===== src/rtl/mem_bus_arbiter_pkg.sv =====
// Shared types and constants for the memory bus arbiter slice.
package mem_bus_arbiter_pkg;

   typedef enum logic [2:0] {
      IDLE,
      RD_ADDR,
      RD_DATA,
      WR_ADDR,
      WR_DATA,
      WR_RESP
   } arb_state_t;

   typedef enum logic [1:0] {
      NONE,
      IC_RD,
      DC_RD,
      DC_WR
   } arb_grant_t;

   localparam logic [1:0] BUS_SIZE_BYTE = 2'd0;
   localparam logic [1:0] BUS_SIZE_HALF = 2'd1;
   localparam logic [1:0] BUS_SIZE_WORD = 2'd2;

   // Bit positions of the two read requesters in the read arbiter vectors
   localparam int RD_IC = 0;
   localparam int RD_DC = 1;

endpackage


===== src/rtl/mem_bus_arbiter_rr_arb2.sv =====
// Two-input read arbiter (bit 0 = icache, bit 1 = dcache).
// MEM_ARB_RR_EN defined: round-robin, dcache favoured first after reset.
// MEM_ARB_RR_EN undefined: fixed priority, dcache over icache.
module rr_arb2 (
   input  logic       clk,
   input  logic       rst_n,
   input  logic [1:0] req,
   input  logic       update,
   output logic [1:0] grant
);

`ifdef MEM_ARB_RR_EN
   // 1 means the dcache won the last read arbitration, so icache goes next
   logic last_rd_grant;

   // Pick the requester that was not served last when both are asking
   always_comb begin
      grant = req;
      if (req == 2'b11) begin
         grant = last_rd_grant ? 2'b01 : 2'b10;
      end
   end

   // Remember the winner whenever the arbiter actually starts a read
   always_ff @(posedge clk) begin
      if (!rst_n) begin
         last_rd_grant <= 1'b0;
      end else if (update) begin
         last_rd_grant <= grant[1];
      end
   end
`else
   logic unused_inputs;
   assign unused_inputs = &{1'b0, clk, rst_n, update};

   // Dcache read always beats icache read
   always_comb begin
      grant = 2'b00;
      if (req[1]) begin
         grant = 2'b10;
      end else if (req[0]) begin
         grant = 2'b01;
      end
   end
`endif

endmodule


===== src/rtl/mem_bus_arbiter.sv =====
// Shares one external memory bus among icache reads, dcache reads and
// dcache writes, one transaction at a time. Writes always win; reads are
// arbitrated by rr_arb2 (round-robin when MEM_ARB_RR_EN is defined).
module mem_bus_arbiter
   import mem_bus_arbiter_pkg::*;
#(
   parameter int ADDR_W = 32,
   parameter int DATA_W = 32,
   parameter int LEN_W  = 4
) (
   input  logic              clk,
   input  logic              rst_n,
   input  logic              ic_rd_req,
   input  logic [ADDR_W-1:0] ic_rd_addr,
   input  logic [LEN_W-1:0]  ic_rd_len,
   output logic              ic_rd_ack,
   output logic              ic_rd_valid,
   output logic              ic_rd_last,
   output logic [DATA_W-1:0] ic_rd_data,
   input  logic              dc_rd_req,
   input  logic [ADDR_W-1:0] dc_rd_addr,
   input  logic [LEN_W-1:0]  dc_rd_len,
   input  logic [1:0]        dc_rd_size,
   output logic              dc_rd_ack,
   output logic              dc_rd_valid,
   output logic              dc_rd_last,
   output logic [DATA_W-1:0] dc_rd_data,
   input  logic              dc_wr_req,
   input  logic [ADDR_W-1:0] dc_wr_addr,
   input  logic [LEN_W-1:0]  dc_wr_len,
   input  logic [1:0]        dc_wr_size,
   input  logic [DATA_W/8-1:0] dc_wr_strb,
   input  logic [DATA_W-1:0] dc_wr_data,
   output logic              dc_wr_ack,
   output logic              dc_wr_dready,
   output logic              dc_wr_done,
   output logic              bus_req,
   output logic              bus_we,
   output logic [ADDR_W-1:0] bus_addr,
   output logic [LEN_W-1:0]  bus_len,
   output logic [1:0]        bus_size,
   output logic [DATA_W/8-1:0] bus_strb,
   input  logic              bus_addr_ok,
   input  logic              bus_rvalid,
   input  logic              bus_rlast,
   input  logic [DATA_W-1:0] bus_rdata,
   output logic              bus_wvalid,
   output logic              bus_wlast,
   output logic [DATA_W-1:0] bus_wdata,
   input  logic              bus_wready,
   input  logic              bus_bvalid
);

   localparam logic [LEN_W-1:0] CNT_ONE = {{(LEN_W-1){1'b0}}, 1'b1};

   arb_state_t          state_q, state_d;
   arb_grant_t          grant_q, grant_d;
   logic [ADDR_W-1:0]   addr_q, addr_d;
   logic [LEN_W-1:0]    len_q, len_d;
   logic [1:0]          size_q, size_d;
   logic [DATA_W/8-1:0] strb_q, strb_d;
   logic [LEN_W-1:0]    cnt_q, cnt_d;
   logic [1:0]          rd_req, rd_gnt;
   logic                rd_update;
   logic                beat_last;

   assign rd_req    = {dc_rd_req, ic_rd_req};
   assign beat_last = (cnt_q == len_q);

   rr_arb2 u_rd_arb (
      .clk    (clk),
      .rst_n  (rst_n),
      .req    (rd_req),
      .update (rd_update),
      .grant  (rd_gnt)
   );

   // Next-state, field capture and all outputs; everything idles at zero
   always_comb begin
      state_d      = state_q;
      grant_d      = grant_q;
      addr_d       = addr_q;
      len_d        = len_q;
      size_d       = size_q;
      strb_d       = strb_q;
      cnt_d        = cnt_q;
      rd_update    = 1'b0;
      ic_rd_ack    = 1'b0;
      ic_rd_valid  = 1'b0;
      ic_rd_last   = 1'b0;
      ic_rd_data   = '0;
      dc_rd_ack    = 1'b0;
      dc_rd_valid  = 1'b0;
      dc_rd_last   = 1'b0;
      dc_rd_data   = '0;
      dc_wr_ack    = 1'b0;
      dc_wr_dready = 1'b0;
      dc_wr_done   = 1'b0;
      bus_req      = 1'b0;
      bus_we       = 1'b0;
      bus_addr     = '0;
      bus_len      = '0;
      bus_size     = '0;
      bus_strb     = '0;
      bus_wvalid   = 1'b0;
      bus_wlast    = 1'b0;
      bus_wdata    = '0;
      case (state_q)
         IDLE: begin
            grant_d = NONE;
            if (dc_wr_req) begin
               grant_d = DC_WR;
               addr_d  = dc_wr_addr;
               len_d   = dc_wr_len;
               size_d  = dc_wr_size;
               strb_d  = dc_wr_strb;
               state_d = WR_ADDR;
            end else if (rd_gnt[RD_DC]) begin
               grant_d   = DC_RD;
               addr_d    = dc_rd_addr;
               len_d     = dc_rd_len;
               size_d    = dc_rd_size;
               strb_d    = '0;
               rd_update = 1'b1;
               state_d   = RD_ADDR;
            end else if (rd_gnt[RD_IC]) begin
               grant_d   = IC_RD;
               addr_d    = ic_rd_addr;
               len_d     = ic_rd_len;
               size_d    = BUS_SIZE_WORD;
               strb_d    = '0;
               rd_update = 1'b1;
               state_d   = RD_ADDR;
            end
         end
         RD_ADDR, WR_ADDR: begin
            bus_req  = 1'b1;
            bus_we   = (state_q == WR_ADDR);
            bus_addr = addr_q;
            bus_len  = len_q;
            bus_size = size_q;
            bus_strb = strb_q;
            if (bus_addr_ok) begin
               ic_rd_ack = (grant_q == IC_RD);
               dc_rd_ack = (grant_q == DC_RD);
               dc_wr_ack = (grant_q == DC_WR);
               cnt_d     = '0;
               state_d   = (state_q == WR_ADDR) ? WR_DATA : RD_DATA;
            end
         end
         RD_DATA: begin
            if (bus_rvalid) begin
               ic_rd_valid = (grant_q == IC_RD);
               ic_rd_last  = (grant_q == IC_RD) && beat_last;
               ic_rd_data  = (grant_q == IC_RD) ? bus_rdata : '0;
               dc_rd_valid = (grant_q == DC_RD);
               dc_rd_last  = (grant_q == DC_RD) && beat_last;
               dc_rd_data  = (grant_q == DC_RD) ? bus_rdata : '0;
               if (beat_last) begin
                  cnt_d   = '0;
                  grant_d = NONE;
                  state_d = IDLE;
               end else begin
                  cnt_d = cnt_q + CNT_ONE;
               end
            end
         end
         WR_DATA: begin
            bus_wvalid   = 1'b1;
            bus_wlast    = beat_last;
            bus_wdata    = dc_wr_data;
            dc_wr_dready = bus_wready;
            if (bus_wready) begin
               if (beat_last) begin
                  cnt_d   = '0;
                  state_d = WR_RESP;
               end else begin
                  cnt_d = cnt_q + CNT_ONE;
               end
            end
         end
         WR_RESP: begin
            if (bus_bvalid) begin
               dc_wr_done = 1'b1;
               grant_d    = NONE;
               state_d    = IDLE;
            end
         end
         default: begin
            state_d = IDLE;
            grant_d = NONE;
         end
      endcase
   end

   // State, grant, captured request fields and beat counter
   always_ff @(posedge clk) begin
      if (!rst_n) begin
         state_q <= IDLE;
         grant_q <= NONE;
         addr_q  <= '0;
         len_q   <= '0;
         size_q  <= '0;
         strb_q  <= '0;
         cnt_q   <= '0;
      end else begin
         state_q <= state_d;
         grant_q <= grant_d;
         addr_q  <= addr_d;
         len_q   <= len_d;
         size_q  <= size_d;
         strb_q  <= strb_d;
         cnt_q   <= cnt_d;
      end
   end

   // The bus's own last flag should agree with our beat counter
   rlast_matches_counter: assert property (@(posedge clk) disable iff (!rst_n)
      (state_q == RD_DATA && bus_rvalid) |-> (bus_rlast == beat_last));

endmodule


===== config.mk =====
export PLATFORM = sky130hd
export DESIGN_NAME = mem_bus_arbiter
export DESIGN_NICKNAME = d
export VERILOG_FILES = /design/src/rtl/mem_bus_arbiter_pkg.sv /design/src/rtl/mem_bus_arbiter_rr_arb2.sv /design/src/rtl/mem_bus_arbiter.sv
export SDC_FILE = /design/constraint.sdc
export NUM_CORES = 1
export LEC_CHECK = 0
export ABC_CLOCK_PERIOD_IN_PS = 1400
export CAP_MARGIN = 20
export CORE_AREA = 2 2 134 136
export CTS_CLUSTER_SIZE = 12
export DETAILED_ROUTE_END_ITERATION = 10
export DIE_AREA = 0 0 136 138
export GPL_TIMING_DRIVEN = 1
export PLACE_DENSITY = 0.69
export SYNTH_ARGS = -nofsm -noshare
export SYNTH_HDL_FRONTEND = slang
export SYNTH_SLANG_ARGS = --single-unit

===== constraint.sdc =====
create_clock -name clk -period 1.4 [get_ports clk]
set_input_delay 0.14 -clock clk [delete_from_list [all_inputs] [get_ports clk]]
set_output_delay 0.14 -clock clk [all_outputs]
set_load 0.02 [all_outputs]

==> flow_metrics.py, run 1 <==
metrics = {
    "final_layout": {
        "final_cells": 1122,
        "areaGrowthSynthToFinish_pct": 112,
        "layout-drive-gt1-share_pct": 40.6,
        "layout_common_cells": "clkdlybuf4s50_1 (185), and2_2 (95), buf_4 (79)",
        "final_nets": 1081,
        "final_common_cell": "clkdlybuf4s50_1",
    },
    "power_and_ir_drop": {
        "ir_drop_uv": 527,
        "total_power_w": 0.00935,
        "pwr_density_cell_mw_per_mm2": 1100,
        "power.leakage_nw": 3.77,
    },
    "logic_synthesis": {
        "synthAdderAreaFrac_pct": 0.311,
        "ys_async_sr_fraction_pct": 0,
        "syn_inst": 514,
        "ys_ff_latch": 51,
        "synth_xor_area_share_pct": 0.870,
        "synthMuxAreaShare_pct": 18.7,
        "syn_area_sq_mm": 0.00403,
        "synth_simple_gate_area_share_pct": 39.6,
        "yosysWarnings": 0,
        "synth_top_family_by_area": "simple AND/OR/NAND/NOR gates",
        "syn_area_per_cell_sq_um": 7.84,
        "synth_nets": 705,
        "synth_edf_count": 0,
        "ys_types": 47,
        "synthFlopType": "dfxtp_1",
        "synth_compound_area_share_pct": 9.94,
        "synth_seq_area_share_pct": 25.3,
    },
    "placed_design": {
        "gp_congestion": 0.815,
        "hpwl_um": 14100,
        "dp.cells": 1097,
        "port_buffers": 339,
        "preCtsSetupSlack_ns": -0.673,
    },
    "route": {
        "drtIter0Drc": 85,
        "route.detailed.drc": 0,
        "vias": 4872,
        "routed_wl_um": 17900,
        "ant_nets": 0,
        "via_per_inst": 4.34,
        "dr.pass1.iters": 4,
        "wl_per_cell_um": 15.9,
    },
    "cts": {
        "postCtsHoldBufs": 0,
        "root_buffer": "clkbuf_16",
        "numClockSinks": 51,
        "cts_buffers": 5,
        "cts.clk_slew.worst_paths_ns": 0.07,
        "clockBufferDepth": 2,
        "clkLatencyLatePin_ns": 0.29,
        "cts_tree": "done",
        "htreeDepth": 2,
    },
    "setup_path": {
        "cp_data_required_time_ns": 1.26,
        "worst_r2r_path_depth": 6,
        "cp_num_buf_inv": 2,
        "end_kind": "output port",
        "path_delay_family": "simple AND/OR/NAND/NOR gates",
        "path_depth": 6,
        "crit_path_max_incr_delay_ns": 0.34,
        "cp_slowest_cell": "dfxtp_2",
        "cp.arrival_ns": 1.67,
        "cp_max_fo": 33,
        "path_class": "register to output port",
        "cp-start-kind": "register",
        "crit_chain": "nor3b_2 -> nand2_2 -> nor2_2 -> buf_12 -> and2_2 -> clkdlybuf4s15_2",
    },
    "timing": {
        "fin_skew_ns": 0.00312,
        "max_slew.worst_pin.slew_ns": 0.509,
        "fin_crit_sh_pct": 129,
        "rsz0062_at_grt": "true",
        "setup_slack_ns": -0.407,
        "slew_viol_final": 0,
        "fmax_ghz": 0.553,
        "setup_viol_count_final": 202,
        "hold_violations": 0,
        "min_period_ns": 1.81,
        "relSlewSlack_pct": 65.6,
        "tns_ns": -52.20,
    },
    "global_route": {
        "grt_overflow": 0,
        "grt_max_degree": 34,
        "track_usage_pct": 18.4,
        "grt_pass1_wl_um": 27000,
        "grt_pass1_vias": 4892,
        "antenna_found_initial": 3,
    },
    "status": {
        "status": "complete, but fails checks",
        "violations": "negative setup slack",
    },
    "floorplan": {
        "dieHeight_um": 138,
        "rows": 49,
        "die_x_um": 136,
        "io_pins": 341,
        "die-area_sq_mm": 0.0188,
        "start_util_pct": 23.0,
        "coreArea_sq_mm": 0.0175,
    },
    "job": {
        "drv_cap": 0,
    },
    "worst_hold_path": {
        "min_path_cells": 2,
        "hold_class": "primary input to register",
    },
}
[power breakdown]
group | total [W] | switching [W] | internal [W]
clock | 0.00137 | 0.000535 | 0.000835
combinational | 0.00594 | 0.00266 | 0.00328
sequential | 0.00204 | 0.000199 | 0.00184
[cell usage after synthesis, types with 2 or more instances]
cell	number	area share (%)
buf_2	5	0.62
o21ai_0	38	4.7
nand2b_1	7	1.1
o22ai_1	4	0.62
nand3b_1	2	0.37
a32oi_1	3	0.65
buf_6	2	0.56
clkbuf_1	26	2.4
nand2_1	54	5.0
nor2_1	10	0.93
nor2b_1	43	6.7
nor3_1	3	0.37
inv_1	2	0.19
mux2i_1	74	18
a21oi_1	5	0.62
xnor2_1	4	0.87
nand4_1	3	0.47
and2_1	139	22
nand3_1	2	0.25
buf_4	8	1.5
o211ai_1	2	0.37
dfxtp_1	51	25
nor2_2	2	0.31
o221ai_1	2	0.43
[final cells by class]
| cell class | instances | area [sq um] |
|---|---|---|
| antenna | 3 | 7.51 |
| clock buffer | 6 | 129 |
| clock inverter | 1 | 30.0 |
| fill | 1746 | 9010 |
| inverter | 2 | 10.0 |
| multi-input combinational | 420 | 3020 |
| sequential | 51 | 1030 |
| tap | 229 | 287 |
| timing repair buffer | 410 | 4010 |
[stage by stage]
step                      hold slack (ns)  util [%]  area, sq um
after floorplan                     0.314         -         4180
after global placement              0.444      46.4         8130
after detailed placement            0.457      46.4         8130
after CTS                           0.224      48.0         8420
after global routing                0.244      48.6         8520
final                               0.224      48.6         8520
[sequential cells by signal (all words and copies together), names as in the netlist]
name     flops
len_q        4
grant_q      2
size_q       2
state_q      3
strb_q       4
cnt_q        4
addr_q      32
[routing by layer]
| metal | share of wire, % | wire length, um | GRT usage (%) |
|---|---|---|---|
| met1 | 37 | 6540 | 19.4 |
| met4 | 3.0 | 544 | 6.20 |
| met3 | 7.9 | 1410 | 4.47 |
| met5 | 0 | 0 | 0 |
| met2 | 52 | 9380 | 35.1 |
[timing repair]
action,4_1_cts,5_1_grt
resized for setup,580,68
cloned,4,1
setup endpoints to repair,202,202
pin swaps,3,10
setup buffers,5,5
[cell families (layout without fill, tap and decap cells)]
kind of cell               Yosys count  after routing
muxes                               75             75
and+or+nand+nor                    275            275
other                                0              3
buffers and inverters               43            419
xor gates and xnor gates             4              4
adders and majority gates            1              1
AOI/OAI and AO/OA                   65             65
DFF                                 51             51
[path summary, 6_finish.rpt]
| path | startpoint | end | slack, ns |
|---|---|---|---|
| setup / recovery | state_q[0] | dc_rd_data[12] | -0.41 |
| hold / removal | rst_n | state_q[2] | 0.22 |
| setup reg to reg | state_q[0] | state_q[2] | -0.23 |
| hold reg to reg | strb_q[3] | strb_q[3] | 0.47 |
(Power assumes the default switching activity.)
==> run 2: changes to the inputs <==
--- a/config.mk
+++ b/config.mk
@@ -7,12 +7,13 @@
 export LEC_CHECK = 0
 export ABC_CLOCK_PERIOD_IN_PS = 1400
 export CAP_MARGIN = 20
-export CORE_AREA = 2 2 134 136
+export CORE_AREA = 2 2 132 134
 export CTS_CLUSTER_SIZE = 12
 export DETAILED_ROUTE_END_ITERATION = 10
-export DIE_AREA = 0 0 136 138
+export DIE_AREA = 0 0 134 136
+export DONT_BUFFER_PORTS = 1
 export GPL_TIMING_DRIVEN = 1
-export PLACE_DENSITY = 0.69
+export PLACE_DENSITY = 0.43
 export SYNTH_ARGS = -nofsm -noshare
 export SYNTH_HDL_FRONTEND = slang
 export SYNTH_SLANG_ARGS = --single-unit
==> run 2 against run 1 <==
Against the previous run: critical endpoint is now bus_addr[12]; combinational power fell by 4.7%; via count shrank 22%; global-route usage fell by 3.6 points; clock skew is 0.0019 ns higher; clock power hardly changed; sequential share of layout area up 5.8 points; the run still ends with negative setup slack left; design area down 32%; highest routed layer unchanged; sequential cell count unchanged.
==> flow_metrics.py, run 2 (synthesis gave the netlist of run 1 again) <==
metrics = {
    "setup_path": {
        "r2r-end": "state_q[2]",
        "cp_data_required_time_ns": 1.26,
        "worst_r2r_path_depth": 6,
        "cp-start-kind": "register",
        "end_kind": "output port",
        "regToRegSetupSlack_ns": -0.15,
        "r2r_start": "state_q[2]",
        "cp_max_fo": 6,
        "path_class": "register to output port",
        "cp.arrival_ns": 1.60,
    },
    "worst_hold_path": {
        "worstHoldStart": "rst_n",
        "hold_class": "primary input to register",
        "min_path_cells": 2,
        "holdPathEnd": "cnt_q[2]",
    },
    "timing": {
        "setup_slack_ns": -0.339,
        "min_period_ns": 1.74,
        "fin_skew_ns": 0.00506,
        "rsz0062_at_grt": "true",
        "relSlewSlack_pct": 71.0,
        "fmax_ghz": 0.575,
        "hold_violations": 0,
        "setup_viol_count_final": 200,
        "max_slew.worst_pin.slew_ns": 0.429,
        "fin_crit_sh_pct": 124,
        "slew_viol_final": 0,
    },
    "placed_design": {
        "port_buffers": 0,
        "hpwl_um": 10700,
        "dp.cells": 746,
        "gp_congestion": 0.779,
        "placed_cell_area_sq_mm": 0.00468,
    },
    "floorplan": {
        "io_pins": 341,
        "rows": 48,
        "coreArea_sq_mm": 0.0169,
        "start_util_pct": 23.9,
        "dieHeight_um": 136,
        "die-area_sq_mm": 0.0182,
        "die_x_um": 134,
    },
    "cts": {
        "htreeDepth": 2,
        "cts_buffers": 5,
        "root_buffer": "clkbuf_16",
        "cts.clk_slew.worst_paths_ns": 0.07,
        "clockBufferDepth": 2,
        "cts_tree": "done",
        "clkLatencyLatePin_ns": 0.30,
        "numClockSinks": 51,
    },
    "global_route": {
        "grt_max_degree": 85,
        "antenna_found_initial": 0,
        "grt_pass1_wl_um": 20800,
        "track_usage_pct": 14.9,
        "grt_overflow": 0,
        "grt_pass1_vias": 3677,
    },
    "power_and_ir_drop": {
        "pwr_density_cell_mw_per_mm2": 1580,
        "power.leakage_nw": 2.50,
        "ir_drop_uv": 465,
    },
    "final_layout": {
        "multiInputGateArea_sq_mm": 0.00331,
        "final_common_cell": "and2_4",
        "areaGrowthSynthToFinish_pct": 44.2,
        "final_nets": 755,
        "largest_reg_flops": 32,
        "n_antenna_cell": 0,
        "regMostFlops": "addr_q",
        "layout_common_cells": "and2_4 (131), mux2i_1 (73), nand2_1 (52)",
        "fin_area_sq_mm": 0.00581,
        "fin_util_pct": 34.4,
        "seqCellArea_sq_mm": 0.00104,
        "layout-drive-gt1-share_pct": 47.7,
        "final_cells": 789,
        "nFillCells": 1756,
    },
    "job": {
        "drv_cap": 0,
    },
    "route": {
        "wl_per_cell_um": 20.0,
        "ant_nets": 0,
        "routed_wl_um": 15800,
        "dr.pass1.iters": 4,
        "via_per_inst": 4.79,
        "vias": 3780,
        "route.detailed.drc": 0,
        "drtIter0Drc": 143,
    },
    "status": {
        "status": "complete, but fails checks",
        "violations": "negative setup slack",
    },
}
[run 2: cell count changes in the layout (fill, tap and decap cells not counted), sizes merged]
cell           change
dlygate4sd2        -2
dlygate4sd3        +3
diode              -3
clkdlybuf4s15     -48
buf               -95
clkdlybuf4s50    -185
clkbuf             +1
[run 2: worst max-delay path by stage]
stage	startpoint	to	slack, ns	cells after the start
6_report	state_q[2]	bus_addr[12]	-0.34	6
3_3_place_gp	cnt_q[1]	ic_rd_last	-0.13	6
2_1_floorplan	state_q[2]	ic_rd_data[0]	-0.07	6
4_1_cts	state_q[0]	ic_rd_data[14]	-0.37	6
5_1_grt	len_q[2]	ic_rd_last	-0.44	6
3_5_place_dp	state_q[0]	cnt_q[2]	-0.14	5
[run 2: layout make-up]
cell class                      instances  area share [%]
Multi-Input combinational cell        420            57.0
Sequential cell                        51            17.8
Timing Repair Buffer                   84            17.4
Tap cell                              225            4.85
Clock buffer                            6            2.22
Clock inverter                          1           0.517
Inverter                                2           0.129
[run 2: critical path, cell delays in order (launching register included)]
cell	delay (ns)
dfxtp_4	0.36
buf_6	0.12
buf_6	0.11
nor2_4	0.22
buf_6	0.17
clkbuf_16	0.15
and2_4	0.17
[run 2: what timing repair did]
item	CTS	global route
buffers inserted	11	12
hold endpoints to repair	46	0
hold buffers	4	0
pin swaps	83	21
gates cloned	6	10
setup endpoints to repair	200	200
resized for setup	210	52
[run 2: where the power goes]
part	switching, W	internal (W)
registers	0.000274	0.00185
logic	0.00267	0.00299
clock network	0.000557	0.000836
[run 2: layer usage]
| layer | vias to the layer above | wire length [um] | share of wire [%] | global-route usage [%] |
|---|---|---|---|---|
| met5 | - | 0 | 0 | 0 |
| met4 | 0 | 389 | 2.5 | 5.44 |
| met3 | 16 | 1390 | 8.8 | 4.96 |
| met2 | 218 | 8290 | 53 | 28.6 |
| met1 | 1746 | 5680 | 36 | 14.8 |
| li1 | 1800 | - | - | - |
[run 2: metrics by stage]
step	setup slack, ns	setup TNS [ns]	total power (W)	hold WS (ns)
after floorplan	-0.0738	-3.64	0.00486	0.314
after global placement	-0.129	-2.97	0.00585	0.273
after detailed placement	-0.137	-4.90	0.00590	0.276
after CTS	-0.367	-45.54	0.00809	0.000679
after global routing	-0.438	-60.38	0.00975	0.0109
final	-0.339	-45.01	0.00918	0.0137
==> patch: new RTL, config.mk and constraints of run 2 <==
The option `MEM_ARB_RR_EN` is turned on by a define.
--- a/src/rtl/mem_bus_arbiter_rr_arb2.sv
+++ b/src/rtl/mem_bus_arbiter_rr_arb2.sv
@@ -1,6 +1,8 @@
 // Two-input read arbiter (bit 0 = icache, bit 1 = dcache).
 // MEM_ARB_RR_EN defined: round-robin, dcache favoured first after reset.
 // MEM_ARB_RR_EN undefined: fixed priority, dcache over icache.
+`define MEM_ARB_RR_EN
+
 module rr_arb2 (
    input  logic       clk,
    input  logic       rst_n,
Behaviour: same outputs for any inputs over 4 cycles, from zero or initial values and one cycle with rst_n low; that may be too few to reach the edited logic, so the function may still have changed.
==> patch against run 2 <==
Routed wire length rose by 7.0%; critical path type unchanged; sequential power increased by 4%; clock skew increased by 0.0015 ns; area after synthesis down 6.7%; total power increased by 5.9%; largest power group unchanged; the run still ends with setup timing left; combinational power rose by 10%; largest cell class unchanged; cell count rose by 0.38%; cell area grew 6.0%; worst setup slack worse by 0.16 ns; sequential cell count rose by 1.
==> patch: results (changes against run 2) <==
* Crit-path max FO at 8 (+2)
* Critical Path AT at 1.76 ns (+0.16 ns)
* Sequential element share of the synthesized area at 27.7% (+2.4 points)
* Total routed wirelength at 16900 um (+7.0%)
* P_clk at 1.26 mW (-9%)
* Global-route wire length before repair at 23400 um (+13%)
* Lkg Pwr at 2.67 nW (+7.1%)
* Slowest-stage cell, CP: dfxtp_2
* R2R Path End: state_q[1]
* Final setup fails at 203 (+1.5%)
* DRT iter0 DRCs at 114 (-20%)
* Worst r2r path cells at 4 (-2)
* Dpl ws at -0.295 ns (-0.158 ns)
* Largest net degree at the start of global routing at 86 (+1.2%)
* Sequential share of cell area at 17.1% (-0.70 points)
* Multi-input logic cell count at 386 (-8.1%)
* Clk sinks at 52 (+2.0%)
* Setup ws final at -0.499 ns (-0.160 ns)
* Crit path largest cell delay at 0.33 ns (-0.03 ns)
* Logic inverters at 4 (+2)
* Status: finished, violations left
* Crit path max-delay family: simple AND/OR/NAND/NOR gates
* Reg-to-Reg Start: len_q[3]
* Gr usage total at 17.3% (+2.4 points)
* FILL cells at 1668 (-5.0%)
* Failing checks: setup timing
* Hold slack at 0.00937 ns (-0.00428 ns)
* Layout non-clock buf frac at 25.4% (+8.0 points)
* Post-synth top cells: 140 x and2_1, 52 x dfxtp_1, 51 x nand2_1
* Number of global-route vias before repair at 3974 (+8.1%)
* Layout Nets at 757 (+0.26%)
==> patch: layer usage <==
metal	global-route usage, %	vias to the layer above	part of all wire, %
li1	-	1812	-
met4	6.38	0	2.8
met2	33.4	216	54
met3	3.39	25	6.7
met1	18.4	1878	37
met5	0	-	0
==> patch: stage by stage <==
step | cells | TNS, ns | power (mW)
detailed placement | 722 | -34.20 | 5.69
floorplan | 483 | -19.69 | 4.54
CTS | 799 | -74.83 | 9.94
global placement | 722 | -28.99 | 5.64
global route | 792 | -82.33 | 10.3
finish | 792 | -68.02 | 9.72
==> patch: what timing repair did <==
action	CTS	global route
setup endpoints to repair	203	203
resized for setup	263	30
gates cloned	24	2
pin swaps	154	41
buffers inserted	45	10
hold buffers	2	0
hold endpoints to repair	5	0
==> patch: cell families (layout without fill, tap and decap cells) <==
family	count (synthesis)	after routing	share of synthesized area [%]
compound gates	101	101	19.4
xor+xnor	4	4	0.933
fa+ha+maj	1	1	0.333
buf+inv	45	129	5.26
flops	52	52	27.7
mux	38	38	10.1
simple gates	242	242	36.3
